--- config.mk ---
export PLATFORM = sky130hd
export DESIGN_NAME = fifo_rd_packer
export DESIGN_NICKNAME = d
export VERILOG_FILES = /design/src/rtl/fifo_rd_packer.sv
export SDC_FILE = /design/constraint.sdc
export NUM_CORES = 1
export LEC_CHECK = 0
export CORE_ASPECT_RATIO = 1.4
export CORE_MARGIN = 2
export CORE_UTILIZATION = 57
export CTS_CLUSTER_SIZE = 25
export DETAILED_ROUTE_END_ITERATION = 12
export PLACE_DENSITY_LB_ADDON = 0.05
export SETUP_SLACK_MARGIN = 0.15
export SLEW_MARGIN = 20
export SYNTH_ARGS = -nofsm -noshare
export SYNTH_HDL_FRONTEND = slang
export SYNTH_SLANG_ARGS = --single-unit
--- constraint.sdc ---
create_clock -name clk -period 3.25 [get_ports clk]
set_clock_uncertainty 0.1 [all_clocks]
set_input_delay 0.8125 -clock clk [delete_from_list [all_inputs] [get_ports clk]]
set_output_delay 0.8125 -clock clk [all_outputs]
set_load 0.1 [all_outputs]
--- src/rtl/fifo_rd_packer.sv ---
// Reads entries from an async FIFO read port and packs RATIO of them into one output word.
// A flush emits any partial word with out_keep marking the filled slots.
module fifo_rd_packer #(
  parameter int unsigned DATA_WIDTH = 8,
  parameter int unsigned RATIO      = 4
) (
  input  logic                          clk,
  input  logic                          rst_n,
  input  logic                          fifo_empty,
  output logic                          fifo_rd_en,
  input  logic [DATA_WIDTH-1:0]         fifo_dout,
  input  logic                          flush,
  output logic                          out_valid,
  input  logic                          out_ready,
  output logic [DATA_WIDTH*RATIO-1:0]   out_data,
  output logic [RATIO-1:0]              out_keep
);

  localparam int unsigned OUT_WIDTH = DATA_WIDTH * RATIO;
  localparam int unsigned CNT_W     = $clog2(RATIO + 1);

  logic [RATIO-1:0][DATA_WIDTH-1:0] acc_q, acc_d;
  logic [CNT_W-1:0]                 cnt_q, cnt_d;
  logic                             inflight_q, inflight_d;
  logic                             flush_pend_q, flush_pend_d;
  logic                             out_valid_q, out_valid_d;
  logic [OUT_WIDTH-1:0]             out_data_q, out_data_d;
  logic [RATIO-1:0]                 out_keep_q, out_keep_d;

  logic                             out_free_c;
  logic                             full_c;
  logic                             rd_en_c;
  logic [RATIO-1:0][DATA_WIDTH-1:0] part_data_c;
  logic [RATIO-1:0]                 part_keep_c;

  // Read strobe: landed plus in-flight entries must fit; a full word must have somewhere to go.
  always_comb begin
    out_free_c = !out_valid_q || out_ready;
    full_c     = (cnt_q == CNT_W'(RATIO));
    if (full_c) begin
      rd_en_c = !fifo_empty && !flush_pend_q && out_free_c;
    end else begin
      rd_en_c = !fifo_empty && !flush_pend_q &&
                ((CNT_W'(cnt_q) + CNT_W'(inflight_q)) < CNT_W'(RATIO));
    end
  end

  assign fifo_rd_en = rd_en_c && rst_n;

  // Partial word for flush: slots at or above cnt are stale and masked to zero.
  always_comb begin
    part_data_c = '0;
    part_keep_c = '0;
    for (int i = 0; i < int'(RATIO); i++) begin
      if (CNT_W'(i) < cnt_q) begin
        part_data_c[i] = acc_q[i];
        part_keep_c[i] = 1'b1;
      end
    end
  end

  always_comb begin
    acc_d        = acc_q;
    cnt_d        = cnt_q;
    inflight_d   = rd_en_c;
    flush_pend_d = flush_pend_q || flush;
    out_valid_d  = out_valid_q && !out_ready;
    out_data_d   = out_data_q;
    out_keep_d   = out_keep_q;

    if (inflight_q) begin
      for (int i = 0; i < int'(RATIO); i++) begin
        if (CNT_W'(i) == cnt_q) begin
          acc_d[i] = fifo_dout;
        end
      end
      cnt_d = cnt_q + CNT_W'(1);
    end

    if (full_c && out_free_c) begin
      out_data_d   = acc_q;
      out_keep_d   = '1;
      out_valid_d  = 1'b1;
      cnt_d        = '0;
      flush_pend_d = 1'b0;
    end else if (flush_pend_q && !inflight_q && out_free_c) begin
      if (cnt_q != '0) begin
        out_data_d  = part_data_c;
        out_keep_d  = part_keep_c;
        out_valid_d = 1'b1;
      end
      cnt_d        = '0;
      flush_pend_d = 1'b0;
    end
  end

  always_ff @(posedge clk or negedge rst_n) begin
    if (!rst_n) begin
      acc_q        <= '0;
      cnt_q        <= '0;
      inflight_q   <= 1'b0;
      flush_pend_q <= 1'b0;
      out_valid_q  <= 1'b0;
      out_data_q   <= '0;
      out_keep_q   <= '0;
    end else begin
      acc_q        <= acc_d;
      cnt_q        <= cnt_d;
      inflight_q   <= inflight_d;
      flush_pend_q <= flush_pend_d;
      out_valid_q  <= out_valid_d;
      out_data_q   <= out_data_d;
      out_keep_q   <= out_keep_d;
    end
  end

  assign out_valid = out_valid_q;
  assign out_data  = out_data_q;
  assign out_keep  = out_keep_q;

endmodule

# Word level (Yosys, flattened, before mapping)

Cells that the tools add are included.

Register bits after elaboration: 74
Bits of input ports: 13
Logic and storage cells: 69

Magnitude comparators: 5
Multiplexer cells: 23
Add/subtract/negate cells: 2
Reductions and logical operators: 25
Equal/unequal tests: 4

Operators with widths:

| cell                | count |
|---|---|
| $mux 32             | 3 |
| $mux 8              | 4 |
| $mux 4              | 3 |
| $mux 1              | 10 |
| $reduce_and 2->1    | 5 |
| $mux 3              | 3 |
| $logic_and 1x1->1   | 8 |
| $eq 2x3->1 const A  | 2 |
| $lt 1x3->1 const A  | 2 |
| $lt 2x3->1 const A  | 2 |
| $reduce_bool 3->1   | 2 |
| $logic_not 1->1     | 5 |
| $reduce_bool 2->1   | 2 |
| $add 3x1->3         | 1 |
| $add 3x1->3 const B | 1 |
| $eq 1x3->1 const A  | 1 |
| $eq 3x3->1 const B  | 1 |
| $logic_not 3->1     | 1 |
| $lt 3x3->1 const B  | 1 |
| $logic_or 1x1->1    | 2 |

# Logic depth before layout (Yosys ltp)

Depth in word-level cells: 5
Gate-level depth with buffers: 8
Depth with buffers taken out: 5

# Worst setup path before layout

No wires, ideal clock.

Path kind: reg2out
From: reg cnt_q[0]
To: out fifo_rd_en
Buffers on the path: 1
Arrival time: 4.212 ns
Setup slack: -1.875 ns
Required time: 2.338 ns
Stages on the path, launching flop included: 7
Cell sequence: dfrtp_1 clkbuf_1 inv_1 ha_1 nand3b_1 a31oi_1 nor4b_1

Word-level cells in the longest chain between the ends: 5
Elaborated cells on any way between the ends: 6
Classes of those cells: add/sub (1); order compare (1); eq/ne (1); mux (1); reduce/logical (2)

Ends and longest elaborated chain:

| element                | RTL line | source |
|---|---|---|
| from (decl)            | 23       | `logic [CNT_W-1:0] cnt_q, cnt_d;` |
| from (signal assigned) | 108      | `cnt_q <= cnt_d;` |
| $add 3x1->3            | 44       | `((CNT_W'(cnt_q) + CNT_W'(inflight_q)) < CNT_W'(RATIO));` |
| $lt 3x3->1             | 44       |  |
| $logic_and 1x1->1      | 43       | `rd_en_c = !fifo_empty && !flush_pend_q &&` |
| $mux 1 (*)             | 40       | `if (full_c) begin` |
| $logic_and 1x1->1 (*)  | 48       | `assign fifo_rd_en = rd_en_c && rst_n;` |
| to (decl)              | 10       | `output logic fifo_rd_en,` |

Mark *: on every way between the ends. The rest lies on a longest branch, timed or not.

# Worst setup path after layout

From: in out_ready
To: out fifo_rd_en

Word-level cells in the longest chain between the ends: 4

Ends and longest elaborated chain:

| element           | RTL line | source |
|---|---|---|
| from (decl)       | 14       | `input logic out_ready,` |
| $logic_or 1x1->1  | 38       | `out_free_c = !out_valid_q \|\| out_ready;` |
| $logic_and 1x1->1 | 41       | `rd_en_c = !fifo_empty && !flush_pend_q && out_free_c;` |
| $mux 1            | 40       |  |
| $logic_and 1x1->1 | 48       |  |

No other way between the ends.

==> impl_results.md <==
- Least-Margin Pin Slew: 0.9028 ns
- Initial Util: 59.34%
- Core region area: 5197 um2
- Fin crit period: 3.014 ns
- Part of the Yosys area used for sequential elements: 60.04%
- Final Hold Viols: 0
- RSZ-0062 raised after global routing: false
- Vias/cell: 5.219
- Number of CTS-inserted buffers: 9
- Ys Warns: 0
- Vias: 1,910
- Post-synth ARST share: 100.0%
- Routed WL: 5599 um
- Post-synth top area cell: dfrtp_1
- Reg clk slew, reported paths: 0.07 ns
- Die Y-Extent: 91.04 um
- Worst Path Buf+Inv: 2
- CTS root buf: clkbuf_8
- Fmax: 331.8 MHz
- Top cells by count, synth: dfrtp_1 (74), mux2_2 (35), inv_1 (28), nand2_1 (28), mux2i_1 (25)
- Initial antenna violation count: 0
- Top Family by Delay on Critical Path: buffers and inverters
- Worst endpoint data arrival time: 2.10 ns
- Fin. max-slew vios: 0
- Worst Path Class, Setup: input pin to primary output
- Flops & latches, synth: 74
- CP max stage delay: 0.47 ns
- Post-synth EDFFs: 0
- Aggregate global-route resource usage: 20.49%
- Yosys top cell area share: 60.04%
- Syn Std Cell Area: 3084 um2
- Port bufs: 50
- Drt drc: 0
- Hold slack: 0.3821 ns
- Hold Path Depth: 1
- Worst path depth: 5
- Fillers: 395
- First-pass GRT wire length: 9121 um
- TNS Setup: 0 ns
- Final period utilization: 92.72%
- I/O pin count: 51
- Cell breakdown of the critical path: clkdlybuf4s50_1 > nand3b_1 > a31oi_1 > nor4b_4 > buf_12
- Die area: 6024 um2
- Top-count cell post-synth: dfrtp_1
- Crit end category: primary output
- Max FO, Critical Path: 2
- Initial DRC count: 87
- DIE WIDTH: 66.17 um
- Mapped Nets: 256
- Clk Latency, worst-skew pair: 0.34 ns
- Maxcap violations: 0
- Synthesized netlist cell count: 240
- Nets@finish: 311
- HPWL after DPL: 3800 um
- Worst hold path class: flop to flop
- Vias in the first global route: 1,880
- Primary FF master, synth: dfrtp_1
- Worst r2r path cells: 6
- Drt pass-1 iters: 4
- Layout cell share with drive strength beyond 1: 34.00%
- Area Overhead vs Synth: 21.34%
- Row cnt: 31
- Longest Clk Path Bufs: 2
- Placed inst area: 3560 um2
- Worst path required time: 2.34 ns
- Detail Route Antenna Nets: 0
- Dominant cells by area after synthesis: dfrtp_1 (60%), mux2_2 (13%), mux2i_1 (8.1%)
- Routed wire per std cell: 15.30 um
- Syn_area_per_cell: 12.85 um2
- Pin count of the biggest net entering global routing: 75
- Htree depth: 3
- # setup viols final: 0
- # clock sinks: 74
- Yosys cell types: 30
- Critical path's slowest cell: clkdlybuf4s50_1
- Slew headroom: 39.82%
- Grt ovf: 0
- Startpoint type of the worst setup path: input pin
- Status: completed
- Hold buffers post-CTS: 0
- Gpl congestion: 0.8329
- Diode count: 0
- Design area: 3742 um2
- TritonCTS clock tree: built
## stage by stage
stage | cells | utilization (%) | setup slack, ns
after detailed placement | 350 | 68.49 | 0.2316
after global placement | 350 | 68.49 | 0.2439
final | 366 | 72.00 | 0.2365
after global routing | 366 | 72.00 | 0.1759
after CTS | 366 | 71.98 | 0.2213
after floorplan | 240 | - | 0.1516
## cell type report
type                    instances  area (um2)  share of cell area, %
clock inverters                 4       26.28                 0.7021
well taps                      66       82.58                  2.207
repair buffers                 55       450.4                  12.04
inverters                      28       105.1                  2.808
clock buffers                  12       155.1                  4.146
multi-input cells             127        1069                  28.55
flip-flops and latches         74        1854                  49.55
## sequential cells by signal, summed over array words and instances, names as in the netlist
name,flops
flush_pend_q,1
out_keep,4
inflight_q,1
acc_q,32
out_data,32
cnt_q,3
out_valid,1
## worst register-to-register path, cell delays in order (launching register included)
cell and delay (ns):
dfrtp_1 0.51, inv_1 0.10, ha_1 0.26, or3b_4 0.45, a21oi_4 0.45, buf_4 0.27, mux2i_1 0.19
## worst paths after layout
| check | start | endpoint | slack (ns) |
|---|---|---|---|
| worst max-delay path | out_ready | fifo_rd_en | 0.24 |
| min in group asynchronous | rst_n | out_data[22] | 0.67 |
| worst max register to register | cnt_q[1] | out_data[18] | 0.85 |
| worst min-delay path | out_keep[3] | out_keep[3] | 0.38 |
| worst min register to register | out_keep[3] | out_keep[3] | 0.38 |
| max in group asynchronous | rst_n | cnt_q[0] | 1.75 |
## cells in the final DEF, fill, tap and decap left out
cell,instances
clkinvlp_4,1
buf_12,1
dfrtp_1,72
mux2_2,35
or2_2,1
and3_1,1
inv_1,28
buf_4,42
or3_1,1
nand3_1,1
a31o_2,1
nand3b_1,2
a31oi_1,2
or3b_4,1
nand2b_1,1
mux2i_1,25
clkbuf_1,1
a21oi_1,1
clkinv_2,2
nor4b_4,1
nand2_1,28
clkdlybuf4s50_1,11
nor2_1,5
nor3_1,1
a211oi_2,1
a22o_1,8
dfrtp_2,2
clkinv_4,1
a21oi_4,1
buf_2,1
ha_1,3
xnor2_1,2
a21o_1,3
nor2b_1,2
clkbuf_8,11
## metal layers
metal  routed length (um)  GRT usage, %  share of wire, %  vias to the layer above
met5                    0             0                 0                        -
met4                  106         9.694               1.9                        0
met3                  206         4.833               3.7                       10
met2                 2738         31.17                49                       38
met1                 2547         27.53                45                      964
li1                     -             -                 -                      898
## cell families after synthesis
| family | count (synthesis) | synth area share [%] |
|---|---|---|
| simple gates | 45 | 6.694 |
| flops | 74 | 60.04 |
| fa+ha+maj | 3 | 1.217 |
| mux | 60 | 20.89 |
| xor+xnor | 2 | 0.5681 |
| buf+inv | 39 | 6.044 |
| compound gates | 17 | 4.543 |
## timing repair
action,in CTS,in global routing
buffers inserted,0,0
resized for setup,0,1
endpoints found under the setup margin,0,1
Power is not shown: default switching activity piles up to over one toggle a cycle in this logic, so the estimate is an artifact.
